===== config.mk =====
export PLATFORM = sky130hd
export DESIGN_NAME = rsa_stream_wrapper_flat
export DESIGN_NICKNAME = d
export VERILOG_FILES = /design/src/rtl/rsa_wrap_pkg.sv /design/src/rtl/rsa_stream_wrapper_if.sv /design/src/rtl/avm_byte_master.sv /design/src/rtl/rsa_stream_wrapper.sv /design/src/flat_wrapper.sv
export SDC_FILE = /design/constraint.sdc
export NUM_CORES = 2
export LEC_CHECK = 0
export ABC_CLOCK_PERIOD_IN_PS = 2400
export CORE_AREA = 2 2 433 435
export DETAILED_ROUTE_END_ITERATION = 8
export DIE_AREA = 0 0 435 437
export PLACE_DENSITY = 0.42
export SLEW_MARGIN = 20
export SYNTH_ARGS = -nofsm -noshare
export SYNTH_HDL_FRONTEND = slang
export SYNTH_SLANG_ARGS = --single-unit

===== constraint.sdc =====
create_clock -name avm_clk -period 2.4 [get_ports avm_clk]
set_input_delay 0.36 -clock avm_clk [delete_from_list [all_inputs] [get_ports avm_clk]]
set_output_delay 0.36 -clock avm_clk [all_outputs]
set_load 0.05 [all_outputs]

===== src/rtl/rsa_wrap_pkg.sv =====
// Shared types and constants for the RSA stream wrapper.
//   - Avalon bus widths and UART register map / status bit positions
//   - FSM state and load-phase enums
//   - avm_cmd_t: one queued bus transaction (direction, address, tx byte)
package rsa_wrap_pkg;

  localparam int unsigned AVM_ADDR_W = 5;
  localparam int unsigned AVM_DATA_W = 32;

  localparam logic [AVM_ADDR_W-1:0] RX_ADDR   = 5'd0;
  localparam logic [AVM_ADDR_W-1:0] TX_ADDR   = 5'd4;
  localparam logic [AVM_ADDR_W-1:0] STAT_ADDR = 5'd8;

  localparam int unsigned RX_OK_BIT = 7;
  localparam int unsigned TX_OK_BIT = 6;
  localparam int unsigned BRK_BIT   = 5;

  typedef enum logic [2:0] {
    S_POLL_RX,
    S_READ_RX,
    S_START,
    S_WAIT,
    S_POLL_TX,
    S_WRITE
  } state_t;

  typedef enum logic [1:0] {
    LOAD_N,
    LOAD_E,
    LOAD_A
  } phase_t;

  typedef struct packed {
    logic                  rnw;
    logic [AVM_ADDR_W-1:0] addr;
    logic [7:0]            wbyte;
  } avm_cmd_t;

endpackage


===== src/rtl/rsa_stream_wrapper_if.sv =====
// Avalon-MM bus between the wrapper (master) and the UART (slave).
//   address/read/write/writedata : master -> slave
//   readdata/waitrequest         : slave -> master
interface rsa_stream_wrapper_if;
  import rsa_wrap_pkg::*;

  logic [AVM_ADDR_W-1:0] address;
  logic                  read;
  logic [AVM_DATA_W-1:0] readdata;
  logic                  write;
  logic [AVM_DATA_W-1:0] writedata;
  logic                  waitrequest;

  modport master (
    output address, read, write, writedata,
    input  readdata, waitrequest
  );

  modport slave (
    input  address, read, write, writedata,
    output readdata, waitrequest
  );

endinterface


===== src/rtl/avm_byte_master.sv =====
// Single-transaction Avalon-MM engine shared by every bus state.
//   clk, rst_n : clock, synchronous active-low reset
//   req, cmd   : next transaction, taken when the bus is idle or completing
//   done_c     : current transfer completes this cycle (waitrequest low)
//   rdata_c    : low byte of readdata, valid with done_c
//   avm        : Avalon master port
// Out of reset the engine is already polling the status register.
module avm_byte_master
  import rsa_wrap_pkg::*;
(
  input  logic                 clk,
  input  logic                 rst_n,
  input  logic                 req,
  input  avm_cmd_t             cmd,
  output logic                 done_c,
  output logic [7:0]           rdata_c,
  rsa_stream_wrapper_if.master avm
);

  logic active_c;
  logic unused_rdata_hi;

  assign active_c        = avm.read | avm.write;
  assign done_c          = active_c & ~avm.waitrequest;
  assign rdata_c         = avm.readdata[7:0];
  // UART registers are byte wide; upper readdata bits carry nothing.
  assign unused_rdata_hi = ^avm.readdata[AVM_DATA_W-1:8];

  // Request registers only move when idle or on the completing cycle.
  always_ff @(posedge clk) begin
    if (!rst_n) begin
      avm.read      <= 1'b1;
      avm.write     <= 1'b0;
      avm.address   <= STAT_ADDR;
      avm.writedata <= '0;
    end else if (!active_c || done_c) begin
      avm.read      <= req & cmd.rnw;
      avm.write     <= req & ~cmd.rnw;
      avm.address   <= req ? cmd.addr : avm.address;
      avm.writedata <= (req && !cmd.rnw) ? AVM_DATA_W'(cmd.wbyte) : '0;
    end
  end

endmodule


===== src/rtl/rsa_stream_wrapper.sv =====
// Polls a UART over Avalon-MM, loads modulus N and exponent E once, then
// streams ciphertext blocks through an external modexp core and returns
// the low OUT_BYTES bytes of each result to the UART, MSB first.
//   avm_clk, avm_rst_n : clock, synchronous active-low reset
//   avm                : Avalon master (UART RX=0, TX=4, STATUS=8)
//   core_start/core_a/core_e/core_n/core_result/core_finished : core handshake
//   key_loaded         : N and E captured
//   busy               : low only while waiting for RX data
//   blocks_done        : completed blocks, wrapping counter
// Optional: RSA_WRAP_REKEY_EN lets a UART break flag seen at a block
// boundary reopen N/E loading; otherwise only reset reloads the key.
// KEY_BITS must be a multiple of 8 and at least 16.
module rsa_stream_wrapper
  import rsa_wrap_pkg::*;
#(
  parameter int unsigned KEY_BITS = 256,
  parameter int unsigned CNT_W    = 16
) (
  input  logic                 avm_clk,
  input  logic                 avm_rst_n,
  rsa_stream_wrapper_if.master avm,
  output logic                 core_start,
  output logic [KEY_BITS-1:0]  core_a,
  output logic [KEY_BITS-1:0]  core_e,
  output logic [KEY_BITS-1:0]  core_n,
  input  logic [KEY_BITS-1:0]  core_result,
  input  logic                 core_finished,
  output logic                 key_loaded,
  output logic                 busy,
  output logic [CNT_W-1:0]     blocks_done
);

  localparam int unsigned KEY_BYTES = KEY_BITS / 8;
  localparam int unsigned OUT_BYTES = KEY_BYTES - 1;
  localparam int unsigned BC_W      = $clog2(KEY_BYTES);
  localparam int unsigned SH_W      = KEY_BITS - 8;

  localparam logic [BC_W-1:0] LAST_IN  = BC_W'(KEY_BYTES - 1);
  localparam logic [BC_W-1:0] LAST_OUT = BC_W'(OUT_BYTES - 1);

  state_t          state;
  phase_t          phase;
  logic [BC_W-1:0] cnt;
  logic [SH_W-1:0] shifter;

  logic       req_c;
  avm_cmd_t   cmd_c;
  logic       done_c;
  logic [7:0] rdata_c;
  logic       last_in_c;
  logic       last_out_c;
  logic       unused_result_top;

  assign last_in_c  = (cnt == LAST_IN);
  assign last_out_c = (cnt == LAST_OUT);
  // The top result byte is never transmitted.
  assign unused_result_top = ^core_result[KEY_BITS-1 -: 8];

  avm_byte_master u_avm (
    .clk     (avm_clk),
    .rst_n   (avm_rst_n),
    .req     (req_c),
    .cmd     (cmd_c),
    .done_c  (done_c),
    .rdata_c (rdata_c),
    .avm     (avm)
  );

  // Look-ahead of the transaction following the current one, so the next
  // request lands on the bus the cycle after completion.
  always_comb begin
    req_c = 1'b0;
    cmd_c = '{rnw: 1'b1, addr: STAT_ADDR, wbyte: 8'h00};
    unique case (state)
      S_POLL_RX: begin
        req_c = done_c;
        if (rdata_c[RX_OK_BIT]) cmd_c.addr = RX_ADDR;
      end
      S_READ_RX: req_c = done_c && !(phase == LOAD_A && last_in_c);
      S_WAIT:    req_c = core_finished;
      S_POLL_TX: begin
        req_c = done_c;
        if (rdata_c[TX_OK_BIT]) begin
          cmd_c.rnw   = 1'b0;
          cmd_c.addr  = TX_ADDR;
          cmd_c.wbyte = shifter[SH_W-1 -: 8];
        end
      end
      S_WRITE:   req_c = done_c;
      default:   req_c = 1'b0;
    endcase
  end

  // Control FSM with registered outputs.
  always_ff @(posedge avm_clk) begin
    if (!avm_rst_n) begin
      state       <= S_POLL_RX;
      phase       <= LOAD_N;
      cnt         <= '0;
      shifter     <= '0;
      core_n      <= '0;
      core_e      <= '0;
      core_a      <= '0;
      core_start  <= 1'b0;
      key_loaded  <= 1'b0;
      busy        <= 1'b0;
      blocks_done <= '0;
    end else begin
      core_start <= 1'b0;
      unique case (state)
        S_POLL_RX: begin
          if (done_c) begin
`ifdef RSA_WRAP_REKEY_EN
            if (rdata_c[BRK_BIT] && phase == LOAD_A && cnt == '0) begin
              phase      <= LOAD_N;
              key_loaded <= 1'b0;
            end
`endif
            if (rdata_c[RX_OK_BIT]) begin
              state <= S_READ_RX;
              busy  <= 1'b1;
            end
          end
        end
        S_READ_RX: begin
          if (done_c) begin
            unique case (phase)
              LOAD_N:  core_n <= {core_n[KEY_BITS-9:0], rdata_c};
              LOAD_E:  core_e <= {core_e[KEY_BITS-9:0], rdata_c};
              default: core_a <= {core_a[KEY_BITS-9:0], rdata_c};
            endcase
            if (last_in_c) begin
              cnt <= '0;
              unique case (phase)
                LOAD_N: begin
                  phase <= LOAD_E;
                  state <= S_POLL_RX;
                  busy  <= 1'b0;
                end
                LOAD_E: begin
                  phase      <= LOAD_A;
                  key_loaded <= 1'b1;
                  state      <= S_POLL_RX;
                  busy       <= 1'b0;
                end
                default: begin
                  state      <= S_START;
                  core_start <= 1'b1;
                end
              endcase
            end else begin
              cnt   <= cnt + 1'b1;
              state <= S_POLL_RX;
              busy  <= 1'b0;
            end
          end
        end
        S_START: state <= S_WAIT;
        S_WAIT: begin
          if (core_finished) begin
            shifter <= core_result[SH_W-1:0];
            cnt     <= '0;
            state   <= S_POLL_TX;
          end
        end
        S_POLL_TX: begin
          if (done_c && rdata_c[TX_OK_BIT]) state <= S_WRITE;
        end
        S_WRITE: begin
          if (done_c) begin
            shifter <= shifter << 8;
            if (last_out_c) begin
              cnt         <= '0;
              blocks_done <= blocks_done + 1'b1;
              phase       <= LOAD_A;
              state       <= S_POLL_RX;
              busy        <= 1'b0;
            end else begin
              cnt   <= cnt + 1'b1;
              state <= S_POLL_TX;
            end
          end
        end
        default: state <= S_POLL_RX;
      endcase
    end
  end

endmodule

===== src/flat_wrapper.sv =====
// flat-port wrapper written by rule: the top's interface ports become plain ports
module rsa_stream_wrapper_flat import rsa_wrap_pkg::*;
#(
  parameter int unsigned KEY_BITS = 256,
  parameter int unsigned CNT_W    = 16
)
  (avm_clk, avm_rst_n, core_start, core_a, core_e, core_n, core_result, core_finished, key_loaded, busy, blocks_done, avm_address, avm_read, avm_write, avm_writedata, avm_readdata, avm_waitrequest);
  rsa_stream_wrapper_if avm_i ();
  input  logic avm_clk;
  input  logic avm_rst_n;
  output logic core_start;
  output logic [KEY_BITS-1:0] core_a;
  output logic [KEY_BITS-1:0] core_e;
  output logic [KEY_BITS-1:0] core_n;
  input  logic [KEY_BITS-1:0] core_result;
  input  logic core_finished;
  output logic key_loaded;
  output logic busy;
  output logic [CNT_W-1:0] blocks_done;
  output wire logic [$bits(avm_i.address)-1:0] avm_address;
  output wire logic [$bits(avm_i.read)-1:0] avm_read;
  output wire logic [$bits(avm_i.write)-1:0] avm_write;
  output wire logic [$bits(avm_i.writedata)-1:0] avm_writedata;
  input wire logic [$bits(avm_i.readdata)-1:0] avm_readdata;
  input wire logic [$bits(avm_i.waitrequest)-1:0] avm_waitrequest;
  assign avm_address = avm_i.address;
  assign avm_read = avm_i.read;
  assign avm_write = avm_i.write;
  assign avm_writedata = avm_i.writedata;
  assign avm_i.readdata = avm_readdata;
  assign avm_i.waitrequest = avm_waitrequest;
  rsa_stream_wrapper #(.KEY_BITS(KEY_BITS), .CNT_W(CNT_W)) u_core (.avm_clk(avm_clk), .avm_rst_n(avm_rst_n), .avm(avm_i), .core_start(core_start), .core_a(core_a), .core_e(core_e), .core_n(core_n), .core_result(core_result), .core_finished(core_finished), .key_loaded(key_loaded), .busy(busy), .blocks_done(blocks_done));
endmodule

==> results.md <==
Place:
- The detailed placer's ending HPWL is approximately 130 mm.
- During placement, the flow inserted port buffers numbering 1058.
- At the end of routability-driven placement, the weighted congestion stood at between 0.8 and 0.9.
- OpenSTA, run right after detailed placement, puts the worst setup slack at -0.194 ns.

Hold path:
- The path with the worst hold slack has its endpoint at u_core.shifter[5].
- The type of the most critical hold path is in2reg.
- The cell depth of the worst hold path is 3.
- The hold path startpoint is core_result[5].

STA:
- The final critical path time including I/O delays and setup is ~2.3 ns.
- Of the available clock period, the critical path in the final layout requires 0.958.
- The final number of max-transition violations came to 0.
- For the pin with the worst max-slew slack, the measured transition is 0.694 ns.
- Setup repair after global routing left no endpoint under its margin.
- The maximum frequency from static timing analysis is about 0.43 GHz.
- The worst-case setup margin in the final layout is 0.101 ns.
- Setup violations remaining at the end of the flow were counted as 0.
- The hold violation total from the final report was 0.
- The worst clock skew is about 0.024 ns.
- In this run the tightest slew margin relative to its limit is 0.539.

Floorplanning:
- The number of I/O pins is 1118.
- The die covers around 190000 um2.
- The floorplan has roughly 160 rows.
- The overall die width is 435 um.
- The initial utilization of the core area, before any placement, comes to 0.209.
- The area of the core is around 190000 um2.
- The height of the die is about 440 um.

Global route:
- The number of antenna violations at the first check in global routing was 9.
- The largest net degree at the start of global routing is 118.
- The number of global-route vias before repair came to ~36000.
- Summed over all layers, the global routing overflow is 0.
- The global-route wire length before repair is approximately 250 mm.
- In the global route stage, overall resource usage came out at 0.178.

Worst setup path:
- The slowest library cell on the worst path is sky130_fd_sc_hd__dlygate4sd2_1.
- The buffer and inverter count on the worst path is 1.
- The kind of capture point of the worst setup path is an output port.
- The worst reg2reg path depth is 6.
- The peak fanout along the critical path is 4.
- Grouping stages by cell kind, the critical path spends the most delay in buffers and inverters.
- In this run the number of cells on the critical path is 1.
- For the worst setup path, the data arrival time is about 1.9 ns.
- The signal on the critical path passes through dlygate4sd2_1.
- The launch point of the worst reg-to-reg path is u_core.state[2].
- The kind of start point of the critical path is a flip-flop.
- Across all register-to-register paths, the minimum setup slack is ~0.23 ns.
- The largest incremental delay on the critical path is between 0.6 and 0.7 ns.
- The end of the worst register-to-register path is u_core.core_n[69].
- The data required time of the worst path is 2.04 ns.
- The setup path with the least slack is of type reg2out.

Synthesis:
- After synthesis the cells add up to a little under 40000 um2.
- Ranked by total cell area, the synthesized netlist is headed by sky130_fd_sc_hd__dfxtp_1 55%, sky130_fd_sc_hd__nand2_1 20%, sky130_fd_sc_hd__a21oi_1 10%.
- sky130_fd_sc_hd__dfxtp_1 takes more of the synthesized area than any other cell.
- Counting flops and latches in the post-synthesis netlist gives between 1000 and 1500.
- Yosys mapped a number of flops with a built-in enable equal to 0.
- The share of async-settable or async-resettable flops after synthesis is 0.
- For this run, the leading register cell type out of synthesis is sky130_fd_sc_hd__dfxtp_1.
- For this run, the register share of the synthesized area comes to 0.547.
- Of the post-synthesis cell area, the dominant cell type holds 0.547.
- The Yosys step of the flow raised 0 warnings.
- Averaged over all synthesized cells, the footprint is approximately 7.8 um2.
- The synthesized instance count is around 5000.
- The count of cell types in the netlist is between 50 and 60.

Clock tree:
- The clock latency of the later-clocked register in the worst-skew pair is a little under 0.8 ns.
- The clock tree from TritonCTS is yes.
- The count of H-tree levels built during CTS is 4.
- The worst-case clock buffer depth is 3.
- Clock-pin slew was measured on the worst setup and hold paths at 0.06 ns.
- TritonCTS created approximately 130 clock buffers.
- The CTS root buffer is sky130_fd_sc_hd__clkbuf_16.
- The post-CTS setup-driven buffer insertion count is 0.
- The number of buffers inserted by hold repair at cts is 0.
- The number of sinks handled by clock tree synthesis is around 1100.

Drt:
- The DRC violation count after routing is 0.
- After detailed routing, the number of vias per cell comes to about 4.4.
- The routed wire length is 176 mm.
- The overall via count from detail_route is 37100.
- The post-detailed-route count of antenna-violating nets is 0.
- The number of violations reported at the end of detailed-routing iteration 0 is about 2300.
- Dividing the detail-routed wire length by the instance count gives about 21 um.
- The number of detailed-routing iterations run before antenna repair is 7.

Finish:
- The most common cell after layout, fill and taps aside is sky130_fd_sc_hd__nand2_1.
- The share of final-layout standard cells stronger than drive strength 1 is 0.0664.
- Summing all multi-input logic gate instances after layout gives around 16000 um2.
- The sequential cell area is ~21000 um2.
- The number of nets at the end of the flow is just over 6000.
- The library cells used most frequently in the layout, excluding fill and tap cells, are 2043 x sky130_fd_sc_hd__nand2_1, 1057 x sky130_fd_sc_hd__dfxtp_1, 799 x sky130_fd_sc_hd__a21oi_1.
- The layout has approximately 20000 filler cells.
- The area added between synthesis and finish is 44.8%.

Status:
- The flow ran to the end, and the final reports show no timing, DRC or antenna violations.

Power:
- Power comes to between 30 and 40 mW.
- The leakage power of the design is 22.3 nW.
- The maximum VDD drop is between 0.0005 and 0.0006 V.
- In this run the power density over the cells is 690 nW/um2.

Run:
- Max-cap violations in this run came to 0.
cells in the mapped netlist, drive strengths merged (5+ instances only):
master	n
and3	5
nand3	16
buf	117
a22o	8
o211ai	10
a311oi	241
nor2	254
clkbuf	316
o21ai	8
or4	9
nand2b	5
o31ai	7
a21oi	799
dfxtp	1057
nand2	2043
inv	10
or3	6
power by group:
| group | switching (mW) | leakage [nW] | internal, mW |
|---|---|---|---|
| Clock | 8.25 | 2.07 | 11.5 |
| Sequential | 0.0129 | 8.51 | 17.6 |
| Combinational | 0.832 | 11.8 | 0.555 |
| Total | 9.10 | 22.3 | 29.6 |
per-stage QoR:
| stage | hold slack [ns] | area [um2] | instances | TNS [ns] | utilization |
|---|---|---|---|---|---|
| finish | 0.147 | 56100 | 8500 | 0 | 0.303 |
| global route | 0.0943 | 56000 | 8493 | 0 | 0.303 |
| CTS | 0.0371 | 56000 | 8491 | 0 | 0.303 |
| detailed placement | 0.446 | 52700 | 8263 | -27.90 | 0.285 |
| global placement | 0.444 | 52700 | 8263 | -25.08 | 0.285 |
| floorplan | 0.432 | 38800 | 4988 | 0 | - |
cells by family (layout without fill, tap and decap cells):
logic type / after synthesis / after routing / share of synthesized area
adder cells (fa/ha/maj): 4 / 4 / 0.00129
XOR/XNOR: 4 / 4 / 0.000905
AO/OA/AOI/OAI: 1087 / 1087 / 0.167
multiplexers: 4 / 4 / 0.00103
flip-flops: 1057 / 1057 / 0.547
buffers and inverters: 443 / 1466 / 0.0486
AND/OR/NAND/NOR: 2362 / 2362 / 0.234
other: 1 / 36 / 0.0000969
worst max path at each step:
stage,slack (ns),startpoint,endpoint
2_1_floorplan,0.21,u_core.u_avm.avm.write,u_core.blocks_done[11]
3_3_place_gp,-0.19,avm_waitrequest,u_core.core_n[210]
3_5_place_dp,-0.19,avm_waitrequest,u_core.core_n[157]
4_1_cts,0.001,u_core.core_e[131],core_e[131]
5_1_grt,0.003,u_core.core_e[61],core_e[61]
6_report,0.10,u_core.core_e[106],core_e[106]
what timing repair did:
action / in CTS / in global routing
gates resized for setup: 758 / 6
pin swaps: 0 / 0
setup endpoints to repair: 757 / 168
layer usage:
metal / part of all wire / global-route usage
met1: 0.40 / 0.208
met2: 0.50 / 0.308
met3: 0.077 / 0.0606
met4: 0.024 / 0.0523
met5: 0.00012 / 0
sequential cells by signal, indices dropped and copies added, names as in the netlist:
signal	cells
u_core.shifter	248
u_core.busy	1
u_core.phase	2
u_core.key_loaded	1
u_core.blocks_done	16
u_core.state	3
u_core.u_avm.avm.write	1
u_core.u_avm.avm.writedata	8
u_core.u_avm.avm.address	2
u_core.core_start	1
u_core.core_e	256
u_core.core_n	256
u_core.core_a	256
u_core.u_avm.avm.read	1
u_core.cnt	5
layout make-up:
type                            count  area share
Timing Repair Buffer             1228       0.208
Sequential cell                  1057       0.378
Multi-Input combinational cell   3488       0.282
Tap cell                         2480      0.0554
Clock buffer                      194      0.0678
Clock inverter                     34     0.00766
Antenna cell                        9    0.000402
Inverter                           10    0.000804
(Power assumes the default switching activity.)
